<file path="config.mk">
export PLATFORM = sky130hd
export DESIGN_NAME = ysyx_22041207_mul
export DESIGN_NICKNAME = d
export VERILOG_FILES = /design/src/rtl/ysyx_22041207_mul.sv
export SDC_FILE = /design/constraint.sdc
export NUM_CORES = 1
export LEC_CHECK = 0
export ABC_CLOCK_PERIOD_IN_PS = 8900
export CAP_MARGIN = 40
export CORE_MARGIN = 2
export CORE_UTILIZATION = 31
export DETAILED_ROUTE_END_ITERATION = 8
export SYNTH_ARGS = -nofsm -noshare
export SYNTH_HDL_FRONTEND = slang
export SYNTH_SLANG_ARGS = --single-unit
</file>
<file path="constraint.sdc">
create_clock -name clk -period 8.9 [get_ports clk]
set_input_delay 1.335 -clock clk [delete_from_list [all_inputs] [get_ports clk]]
set_output_delay 1.335 -clock clk [all_outputs]
set_load 0.05 [all_outputs]
</file>
<file path="src/rtl/ysyx_22041207_mul.sv">
// Iterative radix-2 shift-add multiplier returning the low XLEN bits of a*b.
// One partial product per cycle; fixed XLEN iterations, then a one-cycle
// result-valid pulse. The low product bits do not depend on signedness.
module ysyx_22041207_mul #(
  parameter int unsigned XLEN = 64
) (
  input  logic            clk,
  input  logic            rst,
  input  logic            mul_valid,
  input  logic            flush,
  input  logic [XLEN-1:0] a,
  input  logic [XLEN-1:0] b,
  output logic            mul_ready,
  output logic            mul_out_valid,
  output logic [31:0]     mul_hi,
  output logic [31:0]     mul_lo
);

  localparam int unsigned CntW = $clog2(XLEN + 1);

  typedef enum logic [1:0] {
    StIdle,
    StBusy,
    StDone
  } state_e;

  state_e state_q, state_d;

  logic [XLEN-1:0] acc_q, acc_d;
  logic [XLEN-1:0] mcand_q, mcand_d;
  logic [XLEN-1:0] mplier_q, mplier_d;
  logic [CntW-1:0] cnt_q, cnt_d;
  logic [31:0]     hi_q, hi_d;
  logic [31:0]     lo_q, lo_d;
  logic            out_valid_q, out_valid_d;

  logic iter_done;

  // All XLEN partial products have been accumulated; the next BUSY edge
  // publishes the result instead of iterating.
  assign iter_done = (cnt_q == CntW'(XLEN));

  // State register.
  always_ff @(posedge clk or posedge rst) begin
    if (rst) begin
      state_q <= StIdle;
    end else begin
      state_q <= state_d;
    end
  end

  // Next-state logic; flush returns to idle from any state.
  always_comb begin
    state_d = state_q;
    if (flush) begin
      state_d = StIdle;
    end else begin
      unique case (state_q)
        StIdle:  if (mul_valid) state_d = StBusy;
        StBusy:  if (iter_done) state_d = StDone;
        StDone:  state_d = StIdle;
        default: state_d = StIdle;
      endcase
    end
  end

  // Outputs decoded from state.
  always_comb begin
    mul_ready = (state_q == StIdle);
  end

  // Datapath next-state: operand load, shift-add step, result capture.
  always_comb begin
    acc_d       = acc_q;
    mcand_d     = mcand_q;
    mplier_d    = mplier_q;
    cnt_d       = cnt_q;
    hi_d        = hi_q;
    lo_d        = lo_q;
    out_valid_d = 1'b0;
    if (!flush) begin
      unique case (state_q)
        StIdle: begin
          if (mul_valid) begin
            mcand_d  = a;
            mplier_d = b;
            acc_d    = '0;
            cnt_d    = '0;
          end
        end
        StBusy: begin
          if (!iter_done) begin
            if (mplier_q[0]) acc_d = acc_q + mcand_q;
            mcand_d  = mcand_q << 1;
            mplier_d = mplier_q >> 1;
            cnt_d    = cnt_q + CntW'(1);
          end else begin
            hi_d        = acc_q[63:32];
            lo_d        = acc_q[31:0];
            out_valid_d = 1'b1;
          end
        end
        default: ;
      endcase
    end
  end

  // Datapath registers.
  always_ff @(posedge clk or posedge rst) begin
    if (rst) begin
      acc_q       <= '0;
      mcand_q     <= '0;
      mplier_q    <= '0;
      cnt_q       <= '0;
      hi_q        <= '0;
      lo_q        <= '0;
      out_valid_q <= 1'b0;
    end else begin
      acc_q       <= acc_d;
      mcand_q     <= mcand_d;
      mplier_q    <= mplier_d;
      cnt_q       <= cnt_d;
      hi_q        <= hi_d;
      lo_q        <= lo_d;
      out_valid_q <= out_valid_d;
    end
  end

  assign mul_out_valid = out_valid_q;
  assign mul_hi        = hi_q;
  assign mul_lo        = lo_q;

endmodule

</file>
# Yosys cells after proc, flatten, opt, wreduce, memory -nomap -nowiden
# Index checks and enable logic that the tools add are counted.
[op_classes]
n_mux = 20
addsub = 2
n_reduce_logical = 6
n_bitwise = 1
n_eq_ne = 7
[ops]
columns = ["operator", "n"]
rows = [
  ["$mux 64", 7],
  ["$pmux 64 s2", 3],
  ["$add 64x64->64", 1],
  ["$mux 7", 2],
  ["$pmux 7 s2", 1],
  ["$add 7x1->7 const B", 1],
  ["$eq 7x7->1 const B", 1],
  ["$mux 2", 3],
  ["$ne 2x2->1 const B", 3],
  ["$ne 3x3->1 const B", 2],
  ["$reduce_and 5->1", 1],
  ["$pmux 2 s2", 1],
  ["$reduce_and 4->1", 1],
  ["$mux 1", 3],
  ["$reduce_and 3->1", 1],
  ["$eq 2x1->1 const B", 1],
  ["$logic_not 2->1", 1],
  ["$reduce_and 2->1", 1],
  ["$reduce_bool 2->1", 1],
  ["$not 1->1", 1],
]
[totals]
input_bits = 132
register_bits = 266
word_cells = 44

# Logic depth before layout (Yosys ltp)
[depth]
word_depth = 4
ltp_mapped = 12

# Worst setup path after synthesis
# Ideal clock, no wire load.
[synth_timing]
path_type = "reg-to-reg"
startpoint = "register acc_q[0]"
endpoint = "register acc_q[56]"
stages_incl_launch_ff = 13
t_arrival_ns = 2.770
path_slack_ns = 6.009
path_cell_list = "dfrtp_1 > ha_1 > inv_1 > fa_1 > nand2b_1 > a21oi_1 > a2bb2oi_2 > a21o_1 > a22oi_2 > a2111oi_2 > o211ai_1 > a21o_1 > a32o_1"
[synth_via]
elab_chain_cells = 4
[synth_rtl]
columns = ["item", "line_no", "text"]
rows = [
  ["start: declaration", "29", "logic [XLEN-1:0] acc_q, acc_d;"],
  ["start signal: assignment", "111", "acc_q <= '0;"],
  ["start signal: assignment", "119", "acc_q <= acc_d;"],
  ["$add 64x64->64", "93", "if (mplier_q[0]) acc_d = acc_q + mcand_q;"],
  ["$mux 64", "93", ""],
  ["$mux 64", "92", "if (!iter_done) begin"],
  ["$pmux 64 s2", "82", "unique case (state_q)"],
]
# Every way passes these cells. The select of a mux whose other input is x is not followed.
# A chain may end at the register's enable or synchronous reset.

# Final worst setup path
[layout_timing]
startpoint = "input port mul_valid"
endpoint = "register cnt_q[5]"
[layout_via]
elab_chain_cells = 2
[layout_rtl]
columns = ["item", "line_no", "text"]
rows = [
  ["start: declaration", "9", "input logic mul_valid,"],
  ["$ne 2x2->1 (no line)", "--", ""],
  ["$reduce_and 4->1 (no line)", "--", ""],
  ["end signal: assignment", "122", "cnt_q <= cnt_d;"],
  ["end: declaration", "32", "logic [CntW-1:0] cnt_q, cnt_d;"],
]
# Every way passes these cells.

==> flow_summary_export.csv <==
group,metric,value,unit
timing,hold_viol,0,
floorplanning,pin_count,198,
critical_path,crit_chain,"clkdlybuf4s50_1, nor2_1, a2111o_1, inv_6, buf_4, nand4_1, or3_1, a21oi_1",
timing,period_share,0.4250,
power_and_ir_drop,p_per_area,282.8,nW/µm²
critical_path,worstReg2RegStart,"mcand_q[0]",
timing,fin_crit,3.782,ns
final_layout,layout_commonest_cell,"nand2_1",
critical_path,cp.depth,8,
global_routing,antenna_found_initial,1,
final_layout,multi_input_comb_area,7422,µm²
final_layout,layout_common_cells,"556 x nand2_1, 266 x dfrtp_1, 197 x clkdlybuf4s50_1",
timing,finalMaxSlewViolations,0,
yosys,ys_top_cells_by_area,"dfrtp_1 46%, nand2_1 14%, a31oi_1 5.7%, ha_1 5.6%, nor2_1 4.3%",
global_routing,grt_start_max_net_pins,168,
yosys,synthFlopType,"dfrtp_1",
global_routing,grt_pass1_wl,66590,µm
yosys,synth_cells,1746,
clock_tree,cts_hold_buf,0,
timing,slew_headroom,0.3765,
critical_path,arrival,4.31,ns
min_path,hold_path_class,"reg2reg",
power_and_ir_drop,power.leakage,8.131,nW
clock_tree,cts_resized,0,
critical_path,worst-path-max-fanout,85,
critical_path,start_kind,"primary input",
place,globalplace.congestion,0.8941,
final_layout,n_antenna_cell,0,
clock_tree,cts-root-buf,"clkbuf_16",
critical_path,reg2reg_depth,12,
yosys,ys_seq_elements,266,
power_and_ir_drop,vdd_ir_drop_max,0.1525,mV
final_layout,regArea,6656,µm²
timing,rsz0062_at_grt,"false",
yosys,synth-async-reset-ratio,1.000,
final_layout,fillers,4671,
timing,fin_skew,0.03781,ns
yosys,yosys.area.top_type_share,0.4583,
floorplanning,std_cell_rows,79,
clock_tree,clk_pin_slew,0.06,ns
yosys,synth_area,14520,µm²
global_routing,track_usage,0.1690,
timing,fmax,264.4,MHz
drt,dr.first_iter.drc_count,879,
global_routing,grt_pass1_vias,12657,
global_routing,gr-total-overflow,0,
drt,wl_per_cell,16.14,µm
critical_path,regToRegSetupSlack,5.16,ns
floorplanning,die_w,220.4,µm
yosys,synth_largest_area_cell,"dfrtp_1",
yosys,synth_area_per_cell,8.318,µm²
clock_tree,htreeDepth,1,
place,dp_slack,4.420,ns
drt,detail-route-antenna-nets,0,
timing,setup_viol,0,
critical_path,worst_setup_path_end_kind,"flip-flop",
critical_path,worstSetupStartpoint,"mul_valid",
floorplanning,die_h,220.4,µm
flow_run,maxCapViolCount,0,
final_layout,drive_gt1_frac,0.04538,
yosys,synth_warnings,0,
clock_tree,cts_tree,"built",
yosys,seq_area_frac_synth,0.4583,
place,dpl.hpwl,28640,µm
floorplanning,core_area,46360,µm²
critical_path,crit_buf_inv,3,
place,io_buffers,197,
power_and_ir_drop,power,5.103,mW
clock_tree,clock_latency,0.60,ns
yosys,synth_nets,1944,
clock_tree,numCtsBuffers,31,
timing,tns,0,ns
critical_path,r2r_end,"acc_q[56]",
yosys,yosys.cell_types.count,78,
timing,worst_pin_slew,0.9352,ns
clock_tree,post-cts-setup-buffer-count,0,
final_layout,nets,2092,
timing,setup_ws,5.118,ns
floorplanning,initial_core_util,0.3133,
critical_path,cpPeakStageDelay,0.69,ns
critical_path,crit_end,"cnt_q[5]",
drt,drc,0,
clock_tree,cts_sinks,266,
critical_path,critical-path-slowest-cell,"buf_4",
run_status,status,"completed",
drt,routed_wl,40750,µm
final_layout,area_delta_synth_final,24.26,%
critical_path,critPathKind,"in2reg",
clock_tree,cts.path.max_buffers,3,
critical_path,crit_required,9.42,ns
floorplanning,die_area,48590,µm²
drt,dr.pass1.iters,5,
critical_path,crit_family,"buffers and inverters",
drt,viasPerCell,5.077,
drt,vias,12814,
yosys,synth-edff-count,0,
==> Yosys cell counts (all sizes together) (3+ instances only) <==
cell type	instances
a2111o	3
a211oi	9
a21o	33
a21oi	72
a221o	4
a22o	3
a31o	3
a31oi	133
a32o	5
and2	7
and3	9
and4	6
buf	10
clkbuf	84
dfrtp	266
ha	65
inv	26
nand2	557
nand2b	7
nand3	22
nand4	8
nor2	167
nor2b	7
nor3	8
nor3b	3
nor4	3
o2111a	3
o211ai	8
o21a	11
o21ai	87
o21bai	11
o22ai	3
o31ai	9
or3	9
xnor2	31
xor2	22
==> power by group <==
group          leakage (nW)  internal (mW)  total [mW]  switching, mW
clock network         0.488          0.743        1.28          0.533
logic                  4.33          0.900        2.18           1.28
registers              3.31           1.44        1.65          0.213
total                  8.13           3.08        5.10           2.02
==> sequential cells by signal, indices dropped and copies added (netlist names) <==
register and count:
mcand_q 64, acc_q 64, cnt_q 7, mul_hi 32, mul_lo 32, mplier_q 64, mul_out_valid 1, state_q 2
==> metrics by stage <==
step                utilization  area, µm²  hold WS, ns  std cells
finish                   0.3893      18050       0.4705       2524
global route             0.3893      18050       0.4851       2524
CTS                      0.3893      18050       0.4771       2524
detailed placement       0.3676      17040       0.4625       2468
global placement         0.3669      17010       0.4608       2466
floorplan                     -      14520       0.4671       1746
==> final cells by class <==
| class | count | area share |
|---|---|---|
| clock buffers | 46 | 0.04888 |
| clock inverters | 10 | 0.006864 |
| inverters | 26 | 0.006101 |
| multi-input cells | 1360 | 0.4113 |
| flip-flops and latches | 266 | 0.3689 |
| well taps | 607 | 0.04209 |
| repair buffers | 209 | 0.1159 |
==> metal layers <==
layer,part of all wire,track usage
met1,0.47,0.2361
met2,0.44,0.2644
met3,0.059,0.03065
met4,0.029,0.05481
met5,0.00032,0
==> worst register-to-register path, delay by kind of cell, from the launching register on <==
family	cells	cell delay, ns
buffers and inverters	1	0.07
adder cells (fa/ha/maj)	2	0.64
AO/OA/AOI/OAI	8	2.30
flip-flops	1	0.41
AND/OR/NAND/NOR	1	0.18
==> cell families (layout without fill, tap and decap cells) <==
group | count (synthesis) | after routing | synth area share
AO/OA/AOI/OAI | 422 | 422 | 0.1914
XOR/XNOR | 53 | 53 | 0.03196
adder cells (fa/ha/maj) | 66 | 66 | 0.05738
buffers and inverters | 120 | 291 | 0.03231
flip-flops | 266 | 266 | 0.4583
multiplexers | 1 | 1 | 0.0007753
AND/OR/NAND/NOR | 818 | 818 | 0.2278
==> worst min path at each step <==
stage / end / startpoint / slack, ns / cells after the start
after CTS: mul_hi[8] / mul_hi[8] / 0.48 / 2
after floorplan: mul_hi[30] / acc_q[62] / 0.47 / 2
after global routing: mul_lo[22] / mul_lo[22] / 0.49 / 2
after global placement: mul_hi[3] / mul_hi[3] / 0.46 / 2
final: mul_hi[8] / mul_hi[8] / 0.47 / 2
after detailed placement: mul_lo[21] / mul_lo[21] / 0.46 / 2
No activity file was read; power rests on OpenSTA's default activity.
==> edit 1 (config.mk and constraints unchanged) <==
Take the reset off `lo_q` and load it in a clocked block of its own.
--- a/src/rtl/ysyx_22041207_mul.sv
+++ b/src/rtl/ysyx_22041207_mul.sv
@@ -113,7 +113,6 @@
       mplier_q    <= '0;
       cnt_q       <= '0;
       hi_q        <= '0;
-      lo_q        <= '0;
       out_valid_q <= 1'b0;
     end else begin
       acc_q       <= acc_d;
@@ -121,9 +120,12 @@
       mplier_q    <= mplier_d;
       cnt_q       <= cnt_d;
       hi_q        <= hi_d;
-      lo_q        <= lo_d;
       out_valid_q <= out_valid_d;
     end
+  end
+
+  always_ff @(posedge clk) begin
+    lo_q <= lo_d;
   end
 
   assign mul_out_valid = out_valid_q;
Check against the original RTL: same outputs for any inputs over 4 cycles, from zero or initial values and one cycle with rst high; that may be too few to reach the edited logic, so the function may still have changed.
==> edit 1 against the original RTL <==
  * Wire length down 3.6%
  * Global-route usage fell by 0.36 points
  * Total power is 3.8% higher
  * Clock power up 9%
  * Worst setup slack got worse by 0.065 ns
  * Design area down 0.26%
  * Sequential cell count unchanged
  * Synthesized cell count shrank 5.6%
  * Synthesized area fell by 1.6%
  * Critical path type unchanged
  * Critical endpoint is now cnt_q[6]$_DFFE_PP0P_
==> edit 1: results (changes against the original RTL) <==
The flow ran to the end, and the final reports show no timing, DRC or antenna violations. For the first-pass iteration count of the detailed router, the log shows 6 (+1). The depth of the worst register-to-register path works out to 10 (-2). The highest layer touched by signal routing is met4. The path with the worst hold slack has its endpoint at mul_hi[9]$_DFFE_PP0P_. The biggest area contributor in the post-synthesis netlist is sky130_fd_sc_hd__dfrtp_1. The cell internal power dissipation is 3260 uW (+5.9%), and the post-synthesis cell type count is 72 (-7.7%).

The logs give 0.165 (-0.00359) for the overall fraction of global-route tracks in use and 4.34 ns (+0.03 ns) for the signal arrival time at the worst endpoint. Share of layout cells above drive strength 1: 0.0508 (+0.00546). The total leakage power is 0.00785 uW (-3.4%). The largest net degree at the start of global routing is 108 (-36%). The tools report the final estimated routing congestion in global placement as 0.884 (-1.1%). The sequential-to-total area share from yosys stat came out at 0.477 (+0.0188). For the routed length on met3, the log shows 1950 um (-19%).

In the synthesized netlist, the cells that appear most often are 456 x sky130_fd_sc_hd__nand2_1, 234 x sky130_fd_sc_hd__dfrtp_1, 173 x sky130_fd_sc_hd__nor2_1, 133 x sky130_fd_sc_hd__a31oi_1, 83 x sky130_fd_sc_hd__clkbuf_1. The run gives 2002 (-4.3%) as the layout net count. The initial detailed-routing violation count is 811 (-7.7%), and the worst slew slack as a fraction of its limit is 0.418 (+0.0417). The number of antenna violations at the first check in global routing was 0 (-1). The tools report the register-to-register setup slack as 5.24 ns (+0.08 ns). Length of routed met2 wiring: 17900 um (-0.45%). The worst-case hold slack was 0.473 ns (+0.00269 ns); the met3 track demand over resource in global routing was 0.0264 (-0.00421).

The number of flops mapped to enable cells by yosys was 32 (+32); the total nets after synthesis was 1847 (-5.0%). The tools report the reg-to-reg endpoint as acc_q[59]$_DFFE_PP0P_. The worst ir drop on vdd is 133 uV (-13%), and the post-detailed-route via-to-cell ratio is 5.03 (-1.0%). By area the synthesized netlist is led by sky130_fd_sc_hd__dfrtp_1 41%, sky130_fd_sc_hd__nand2_1 12%, sky130_fd_sc_hd__edfxtp_1 6.7%. The worst register-to-register path begins at acc_q[30]$_DFFE_PP0P_.

The tools report the worst min-delay path startpoint as mul_hi[9]$_DFFE_PP0P_. The clock tree skew after final layout was 0.0233 ns (-0.0145 ns). The run gives 4584 (-1.9%) as the number of fill cells.

The logs give 12300 (-3.1%) for the number of global-route vias before repair and 39300 um (-3.6%) for the post-detailed-routing wire length. The met1 usage in global routing was 0.228 (-0.00792). The power in combinational cells was 2220 uW (+2%); the met2 layer usage reported by global route was 0.270 (+0.00557). The post-DP HPWL was 27700 um (-3.4%); the number of gates resized after CTS was 0 (unchanged).
edit 1: cell types whose count changed after synthesis, sizes merged, moves of 4 or more:
| cell | change |
|---|---|
| nand3 | -4 |
| nor2 | +6 |
| edfxtp | +32 |
| nand2 | -101 |
| buf | -4 |
| dfrtp | -32 |
| or3 | -5 |
| nand4 | +4 |
edit 1: kinds of logic after synthesis:
kind of cell,after synthesis,synth area share
adders and majority gates,66,0.0583
buffers and inverters,118,0.0318
and+or+nand+nor,722,0.206
muxes,1,0.000788
DFF,266,0.477
AOI/OAI and AO/OA,424,0.194
xor gates and xnor gates,52,0.0319
edit 1: per-stage QoR:
stage                     setup WS (ns)  area, sq um  power, uW  utilization  instances
after floorplan                    1.15        14300       3360            -       1649
after global placement             3.98        16800       3870        0.369       2367
after detailed placement           4.38        16900       3910        0.371       2371
after CTS                          5.02        18000       5330        0.396       2429
after global routing               4.78        18000       5700        0.396       2429
final                              5.05        18000       5300        0.396       2429
edit 1: worst max-delay path, cell delays in order:
cell and delay [ns]:
sky130_fd_sc_hd__clkdlybuf4s50_1 0.47, sky130_fd_sc_hd__nor2_1 0.04, sky130_fd_sc_hd__a2111o_1 0.49, sky130_fd_sc_hd__inv_6 0.25
sky130_fd_sc_hd__buf_16 0.36, sky130_fd_sc_hd__buf_4 0.42, sky130_fd_sc_hd__buf_16 0.29, sky130_fd_sc_hd__and4_1 0.27
sky130_fd_sc_hd__nand3_1 0.10, sky130_fd_sc_hd__xor2_1 0.15, sky130_fd_sc_hd__nor2_1 0.10
edit 1: layout make-up:
type,count,area share
Tap cell,600,0.0417
Multi-Input combinational cell,1265,0.391
Inverter,29,0.00674
Clock buffer,42,0.0505
Sequential cell,266,0.379
Timing Repair Buffer,211,0.119
Clock inverter,16,0.0126
==> edit 2 (same flow settings) <==
Made on the original files. One comparison of `cnt_q` changes from == to >=.
--- a/src/rtl/ysyx_22041207_mul.sv
+++ b/src/rtl/ysyx_22041207_mul.sv
@@ -38,7 +38,7 @@
 
   // All XLEN partial products have been accumulated; the next BUSY edge
   // publishes the result instead of iterating.
-  assign iter_done = (cnt_q == CntW'(XLEN));
+  assign iter_done = (cnt_q >= CntW'(XLEN));
 
   // State register.
   always_ff @(posedge clk or posedge rst) begin
Behaviour: same outputs for any inputs over 4 cycles, from zero or initial values and one cycle with rst high; that may be too few to reach the edited logic, so the function may still have changed.
==> edit 2 against the original RTL <==
  * First-iteration DRC count decreased by 16%
  * Sequential share of layout area about the same
  * Sequential cell count unchanged
  * Design area about the same
  * Worst setup slack got worse by 0.23 ns
  * Synthesized cell count decreased by 7.7%
  * Clock skew decreased by 0.027 ns
  * Critical path depth unchanged
  * Final cell count decreased by 5.9%
  * Synthesized area decreased by 0.80%
  * Register-to-register slack got worse by 0.20 ns
  * Wire length decreased by 6.0%
  * Total power decreased by 16%
  * Hold slack improved by 0.033 ns
  * Largest cell class unchanged
==> edit 2: results (changes against the original RTL) <==
The logs give 7 (+6) for the number of antenna violations at the first check in global routing and 1612 (-7.7%) for the post-synthesis instance total. The transition time at the pin with the least slew margin came out at 0.868 ns (-0.0673 ns). The pre-CTS worst setup slack is 4.25 ns (-0.172 ns). The average wire per standard cell is 16.1 um (-0.20%), and the number of clock buffers in the layout is 44 (-4.3%). The number of multi-input logic gates is 1225 (-9.9%).

The run gives 7 (+2) as the first-pass iteration count of the detailed router. Post-synthesis cell type count: 65 (-17%). The post-DP HPWL came out at 27400 um (-4.4%). The run gives 0.57 ns (-0.03 ns) as the worst-skew pair later-pin latency. The non-clock inverter total of the final layout was 17 (-35%). The path with the worst hold slack has its endpoint at mul_hi[4]$_DFFE_PP0P_. The depth of the worst register-to-register path was 13 (+1).

The overall fraction of global-route tracks in use is 0.160 (-0.00941), and the number of global-route vias before repair is 11700 (-7.2%). The flow ran to the end, and the final reports show no timing, DRC or antenna violations. The switching share of total power works out to 0.349 (-0.0469). The logic gate share of total power is 0.331 (-0.096), and the number of fill cells is 4522 (-3.2%). The maximum fanout along the worst path is 82 (-3.5%), and the share of synthesized area spent on multiplexers is 0.0529 (+0.0521). The layout net count came out at 1950 (-6.8%). The total leakage power is 0.00798 uW (-1.8%), and the end-of-flow core utilization is 0.396 (+0.00646).

The post-detailed-routing wire length is 38300 um (-6.0%). The tools report the sequential-to-total area share from yosys stat as 0.462 (+0.00370). The worst setup slack after layout is 4.88 ns (-0.235 ns), and the global-route wire length before repair is 62700 um (-5.9%). The logs give 1340 uW (+5%) for the power dissipated in the clock network and 0.0170 sq mm (-0.47%) for the instance area at placement.

The worst min-delay path startpoint is mul_hi[4]$_DFFE_PP0P_. The commonest cells after synthesis are 361 x sky130_fd_sc_hd__nand2_1, 266 x sky130_fd_sc_hd__dfrtp_1, 167 x sky130_fd_sc_hd__nor2_1, 134 x sky130_fd_sc_hd__a31oi_1, 90 x sky130_fd_sc_hd__clkbuf_1. In this run the worst setup path begins at flush. The endpoint identified for the worst register-to-register timing path is acc_q[62]$_DFFE_PP0P_.

The run gives 12000 (-6.4%) as the via total after detailed routing.
## edit 2: cell types whose count changed after synthesis, moves of 5 or more
| cell | before | now |
|---|---|---|
| sky130_fd_sc_hd__nand2_1 | 557 | 361 |
| sky130_fd_sc_hd__mux2_2 | 1 | 65 |
| sky130_fd_sc_hd__nand4_1 | 8 | 18 |
| sky130_fd_sc_hd__inv_1 | 24 | 16 |
| sky130_fd_sc_hd__xor2_1 | 22 | 30 |
| sky130_fd_sc_hd__clkbuf_1 | 83 | 90 |
| sky130_fd_sc_hd__o21ai_0 | 80 | 87 |
| sky130_fd_sc_hd__o21bai_1 | 11 | 17 |
| sky130_fd_sc_hd__or3_1 | 9 | 3 |
| sky130_fd_sc_hd__a211oi_1 | 8 | 3 |
| sky130_fd_sc_hd__o21a_1 | 11 | 6 |
## edit 2: layer usage
layer,vias to the layer above,GRT usage,share of wire
met5,-,0,0.0026
met4,14,0.0436,0.023
met3,71,0.0435,0.074
met2,272,0.245,0.43
met1,5677,0.221,0.47
li1,5956,-,-
